## config.mk

```make
export PLATFORM = sky130hd
export DESIGN_NAME = sa_sequencer
export DESIGN_NICKNAME = d
export VERILOG_FILES = /design/src/rtl/sa_sequencer.sv
export SDC_FILE = /design/constraint.sdc
export NUM_CORES = 1
export LEC_CHECK = 0
export ABC_AREA = 1
export CAP_MARGIN = 5
export CORE_AREA = 2 2 744 746
export CTS_BUF_LIST = sky130_fd_sc_hd__clkbuf_2 sky130_fd_sc_hd__clkbuf_4 sky130_fd_sc_hd__clkbuf_8
export DETAILED_ROUTE_END_ITERATION = 7
export DIE_AREA = 0 0 746 748
export PLACE_DENSITY = 0.3
export RECOVER_POWER = 25
export SLEW_MARGIN = 20
export SYNTH_ARGS = -nofsm -noshare
export SYNTH_HDL_FRONTEND = slang
export SYNTH_SLANG_ARGS = --single-unit
```

## constraint.sdc

```tcl
create_clock -name clk -period 2.2 [get_ports clk]
set_input_delay 0.44 -clock clk [delete_from_list [all_inputs] [get_ports clk]]
set_output_delay 0.44 -clock clk [all_outputs]
set_load 0.01 [all_outputs]
```

## src/rtl/sa_sequencer.sv

```systemverilog
// sa_sequencer: runs one Y = X*W job on an output-stationary systolic array (clear, feed, drain, hand off).
// Optional SA_SEQ_PERF_EN adds perf_cycles/perf_stall counters for the last completed job.
module sa_sequencer #(
    parameter int M          = 5,
    parameter int N          = 3,
    parameter int K          = 4,
    parameter int DATA_WIDTH = 32,
    parameter int ADDR_WIDTH = 8,
    parameter int PIPE_LAT   = 2
) (
    input  logic                       clk,
    input  logic                       rst_n,
    input  logic                       start,
    output logic                       busy,
    output logic                       done,
    output logic                       x_rd_en,
    output logic [ADDR_WIDTH-1:0]      x_rd_addr,
    input  logic [DATA_WIDTH*M-1:0]    x_rd_data,
    output logic                       w_rd_en,
    output logic [ADDR_WIDTH-1:0]      w_rd_addr,
    input  logic [DATA_WIDTH*K-1:0]    w_rd_data,
    output logic                       sa_rst_n,
    output logic [DATA_WIDTH*M-1:0]    sa_x,
    output logic [DATA_WIDTH*K-1:0]    sa_w,
    input  logic [DATA_WIDTH*M*K-1:0]  sa_y,
    output logic [DATA_WIDTH*M*K-1:0]  y_data,
    output logic                       y_valid,
`ifdef SA_SEQ_PERF_EN
    input  logic                       y_ready,
    output logic [31:0]                perf_cycles,
    output logic [31:0]                perf_stall
`else
    input  logic                       y_ready
`endif
);
    localparam int D  = M + K - 2 + PIPE_LAT;
    localparam int BW = $clog2(N + 1);
    localparam int CW = $clog2(D + 1);
    localparam logic [ADDR_WIDTH-1:0] AMAX = ADDR_WIDTH'(N - 1);
    localparam logic [2:0] IDLE = 3'd0, CLEAR = 3'd1, FEED = 3'd2, DRAIN = 3'd3, OUTPUT = 3'd4;

    logic [2:0]            state;
    logic [BW-1:0]         beat;
    logic [CW-1:0]         cnt;
    logic                  rd_en;
    logic [ADDR_WIDTH-1:0] addr;
    logic                  more;

    // another read is due while the last issued address is below N-1
    assign more      = addr < AMAX;
    assign busy      = state != IDLE;
    assign sa_rst_n  = rst_n && state != CLEAR;
    assign sa_x      = state == FEED ? x_rd_data : '0;
    assign sa_w      = state == FEED ? w_rd_data : '0;
    assign x_rd_en   = rd_en;
    assign w_rd_en   = rd_en;
    assign x_rd_addr = addr;
    assign w_rd_addr = addr;

    always_ff @(posedge clk) begin
        if (!rst_n) begin
            state   <= IDLE;
            beat    <= '0;
            cnt     <= '0;
            rd_en   <= 1'b0;
            addr    <= '0;
            y_data  <= '0;
            y_valid <= 1'b0;
            done    <= 1'b0;
        end else begin
            done <= 1'b0;
            case (state)
                IDLE: if (start) begin
                    state <= CLEAR;
                    rd_en <= 1'b1;
                    addr  <= '0;
                end
                CLEAR: begin
                    state <= FEED;
                    beat  <= '0;
                    rd_en <= more;
                    addr  <= addr + ADDR_WIDTH'(more);
                end
                FEED: begin
                    beat  <= beat + BW'(1);
                    rd_en <= more;
                    addr  <= addr + ADDR_WIDTH'(more);
                    if (beat == BW'(N - 1)) begin
                        state <= DRAIN;
                        cnt   <= CW'(D - 1);
                    end
                end
                DRAIN: if (cnt == '0) begin
                    y_data  <= sa_y;
                    y_valid <= 1'b1;
                    state   <= OUTPUT;
                end else begin
                    cnt <= cnt - CW'(1);
                end
                OUTPUT: if (y_ready) begin
                    y_valid <= 1'b0;
                    done    <= 1'b1;
                    state   <= IDLE;
                end
                default: state <= IDLE;
            endcase
        end
    end

`ifdef SA_SEQ_PERF_EN
    logic [31:0] pc, ps;

    always_ff @(posedge clk) begin
        if (!rst_n) begin
            pc          <= '0;
            ps          <= '0;
            perf_cycles <= '0;
            perf_stall  <= '0;
        end else begin
            pc <= busy ? pc + 32'd1 : '0;
            ps <= state == OUTPUT && !y_ready ? ps + 32'd1 : busy ? ps : '0;
            if (state == OUTPUT && y_ready) begin
                perf_cycles <= pc + 32'd1;
                perf_stall  <= ps;
            end
        end
    end
`endif
endmodule

```

==> metrics.cfg, run 1 <==
[clock_network]
clkTransAtPathRegs_ns=0.05
cts_made_buffers=160
cts_tree=built
clk_latency_ns=1.04
htree_levels=4
clkSinkCount=660
cts_buffer_depth=4
cts_root_buf=clkbuf_8

[yosys]
yosys-top-cells-count=nand2_1 (688), dfxtp_1 (660), nand3_1 (657)
synth_most_common_cell=nand2_1
yosysSeqAreaShare_pct=50.0
synth_top_area_share_pct=50.0
synthArstFlopShare_pct=0
synth_edf_count=0
yosys.area.top_type=dfxtp_1
dominantRegCellSynth=dfxtp_1
netlist_instances=3629
synth_fp_nets=4566
yosysUniqueCellTypes=23
synth_area_per_cell_um2=7.29
ys_seq_elements=660
synth_area_um2=26400
ys_top_cells_by_area=dfxtp_1 (50%), nand3_1 (12%), a21oi_1 (12%), nand2_1 (9.8%), nor2_1 (4.4%)
ys_warn_count=0

[timing]
finalCritPeriodShare_pct=135
tightest_slew_ns=0.621
rsz0062_at_grt=true
skew_ns=0.160
setup_viol=470
hold_violations=0
period_minus_slack_ns=2.98
fmax_ghz=0.336
finalSetupTns_ns=-190.69
final-max-slew-violation-count=0
maxSlewHeadroom_pct=58.5
worst_slack_ns=-0.779

[route]
drc=0
dr_total_vias=38100
drt_wl_total_um=395000
vias_per_cell=2.78
drt-pass1-iter-count=5
antenna_left=0
wl_per_cell_um=28.8
initialDrtViolationCount=2531

[grt]
grt_pass1_vias=38100
overflow=0
grt_max_degree=100
grt_pass1_wl_um=474000
grtUsageTotal_pct=13.3
antenna_found_initial=223

[cells_and_area]
nets=7167
final_layout_size_suffix_gt1_share_pct=24.6
area_delta_synth_final_pct=162
num-fill-cells=63500

[hold_path]
hp-start=sa_y[307]
hold_end=y_data[307]
min_path_cells=3
hp-class=in2reg

[power_and_ir_drop]
power_leakage_nw=31.8
p_per_area_nw_per_um2=940
vdd_drop_max_mv=0.787
total_power_mw=65.2

[die]
die_area_um2=558000
io_pins=1882
die_y_um=748
initial_core_util_pct=4.80
die_w_um=746
core_area_um2=551000
row_count=273

[setup_path]
criticalPathCategory=reg2out
crit_slowest_cell=dfxtp_2
cp-start-kind=flip-flop
end_kind=output port
critPathBufInv=5
cp.required_ns=1.76
worstPathCellList=nor2_4 -> nand2_8 -> buf_16 -> buf_16 -> buf_6 -> nor2_4 -> buf_6 -> buf_12
r2r-start=cnt[0]
crit_path_max_fanout=9
critPathTopFamily=buffers and inverters
ff2ff_setup_slack_ns=-0.13
cp.arrival_ns=2.54
max_stage_delay_ns=0.33
r2r_end=y_data[37]
ff2ff_path_depth=10

[placed_design]
gp_congestion=1.03
port_buffers=1881
post-dp-hpwl_um=344000

[job]
cap_viol_max_count=0

[outcome]
violations=negative setup slack
outcome=finished with violations

-- layout by cell type, fill, tap and decap left out, types with 4 or more instances in the layout --
| cell | count |
|---|---|
| clkdlybuf4s50_1 | 931 |
| nand2_1 | 687 |
| nand3_1 | 655 |
| a21oi_1 | 653 |
| dfxtp_1 | 610 |
| dlygate4sd3_1 | 440 |
| dlymetal6s2s_1 | 418 |
| inv_1 | 308 |
| buf_4 | 307 |
| nor2_4 | 206 |
| clkbuf_8 | 202 |
| buf_12 | 199 |
| buf_6 | 198 |
| clkbuf_2 | 147 |
| diode_2 | 72 |
| nor2_1 | 72 |
| clkbuf_4 | 63 |
| buf_2 | 49 |
| dfxtp_2 | 37 |
| nor2_2 | 35 |
| buf_8 | 29 |
| clkbuf_16 | 20 |
| buf_16 | 16 |
| clkinv_2 | 13 |
| dfxtp_4 | 13 |
| ha_1 | 5 |
| bufinv_16 | 5 |
| clkdlybuf4s15_2 | 5 |
| o21ai_0 | 4 |
-- repair_timing --
action / in CTS / in global routing
pin swaps: 0 / 28
gates resized for setup: 524 / 1849
endpoints found under the hold margin: 440 / 0
setup buffers: 15 / 46
hold buffers: 440 / 0
gates cloned: 4 / 23
setup endpoints to repair: 1000 / 1083
-- stage by stage --
| stage | hold WS [ns] | instances | util, % | area [um2] | setup slack, ns |
|---|---|---|---|---|---|
| finish | 0.169 | 13700 | 12.6 | 69400 | -0.779 |
| global route | 0.0612 | 13700 | 12.6 | 69200 | -0.959 |
| CTS | 0.00136 | 13600 | 11.9 | 65600 | -1.01 |
| detailed placement | 0.451 | 12800 | 10.4 | 57300 | -0.576 |
| global placement | 0.448 | 12800 | 10.4 | 57300 | -0.606 |
| floorplan | 0.444 | 3629 | - | 26400 | 0.396 |
-- power breakdown --
| group | switching (mW) | internal, mW | leakage [nW] |
|---|---|---|---|
| Clock | 7.41 | 9.78 | 1.87 |
| Sequential | 0.771 | 13.1 | 5.36 |
| Combinational | 20.0 | 14.1 | 24.6 |
-- layout make-up --
class,count,area (um2),area share (%)
timing repair buffer,2767,29900,43.2
sequential,660,13300,19.2
clock inverter,27,323,0.465
inverter,311,1180,1.70
clock buffer,257,3190,4.60
tap,7287,9120,13.1
multi-input combinational,2330,12100,17.5
antenna,72,180,0.260
-- per-layer routing --
layer / track usage (%) / vias to the layer above / routed length (um)
met5: 0 / - / 786
met4: 3.20 / 118 / 12900
met3: 7.34 / 470 / 51500
met2: 19.4 / 1939 / 159000
met1: 17.0 / 18400 / 171000
li1: - / 17100 / -
-- worst max path at each step --
stage                              from       end  slack, ns  cells past startpoint
after floorplan                state[2]   sa_w[0]       0.40                      7
after global placement    x_rd_data[13]  sa_x[13]      -0.61                      5
after detailed placement  x_rd_data[13]  sa_x[13]      -0.58                      5
after CTS                      state[2]  sa_w[78]      -1.01                      6
after global routing           state[0]  sa_x[66]      -0.96                      8
final                          state[0]  sa_w[14]      -0.78                      8
-- flip-flops by register name, indices dropped and copies added, names as in the netlist --
signal	cells
w_rd_addr	8
y_valid	1
state	3
cnt	4
beat	2
done	1
w_rd_en	1
y_data	640
-- cell families after synthesis --
| kind of cell | count (synthesis) | share of synthesized area (%) |
|---|---|---|
| flops | 660 | 50.0 |
| buf+inv | 639 | 10.4 |
| compound gates | 659 | 12.5 |
| fa+ha+maj | 5 | 0.237 |
| simple gates | 1666 | 26.9 |
-- worst min-delay path, stage by stage --
cell             delay [ns]
clkdlybuf4s50_1        0.47
nand3_1                0.11
a21oi_1                0.06
No activity file was read; power rests on OpenSTA's default activity.
==> run 2, diff against run 1 <==
--- a/config.mk
+++ b/config.mk
@@ -12,7 +12,7 @@
 export DETAILED_ROUTE_END_ITERATION = 7
 export DIE_AREA = 0 0 746 748
 export PLACE_DENSITY = 0.3
-export RECOVER_POWER = 25
+export RECOVER_POWER = 100
 export SLEW_MARGIN = 20
 export SYNTH_ARGS = -nofsm -noshare
 export SYNTH_HDL_FRONTEND = slang
==> results of run 2 <==
No change in the layout: final DEF, timing and power equal those of run 1.
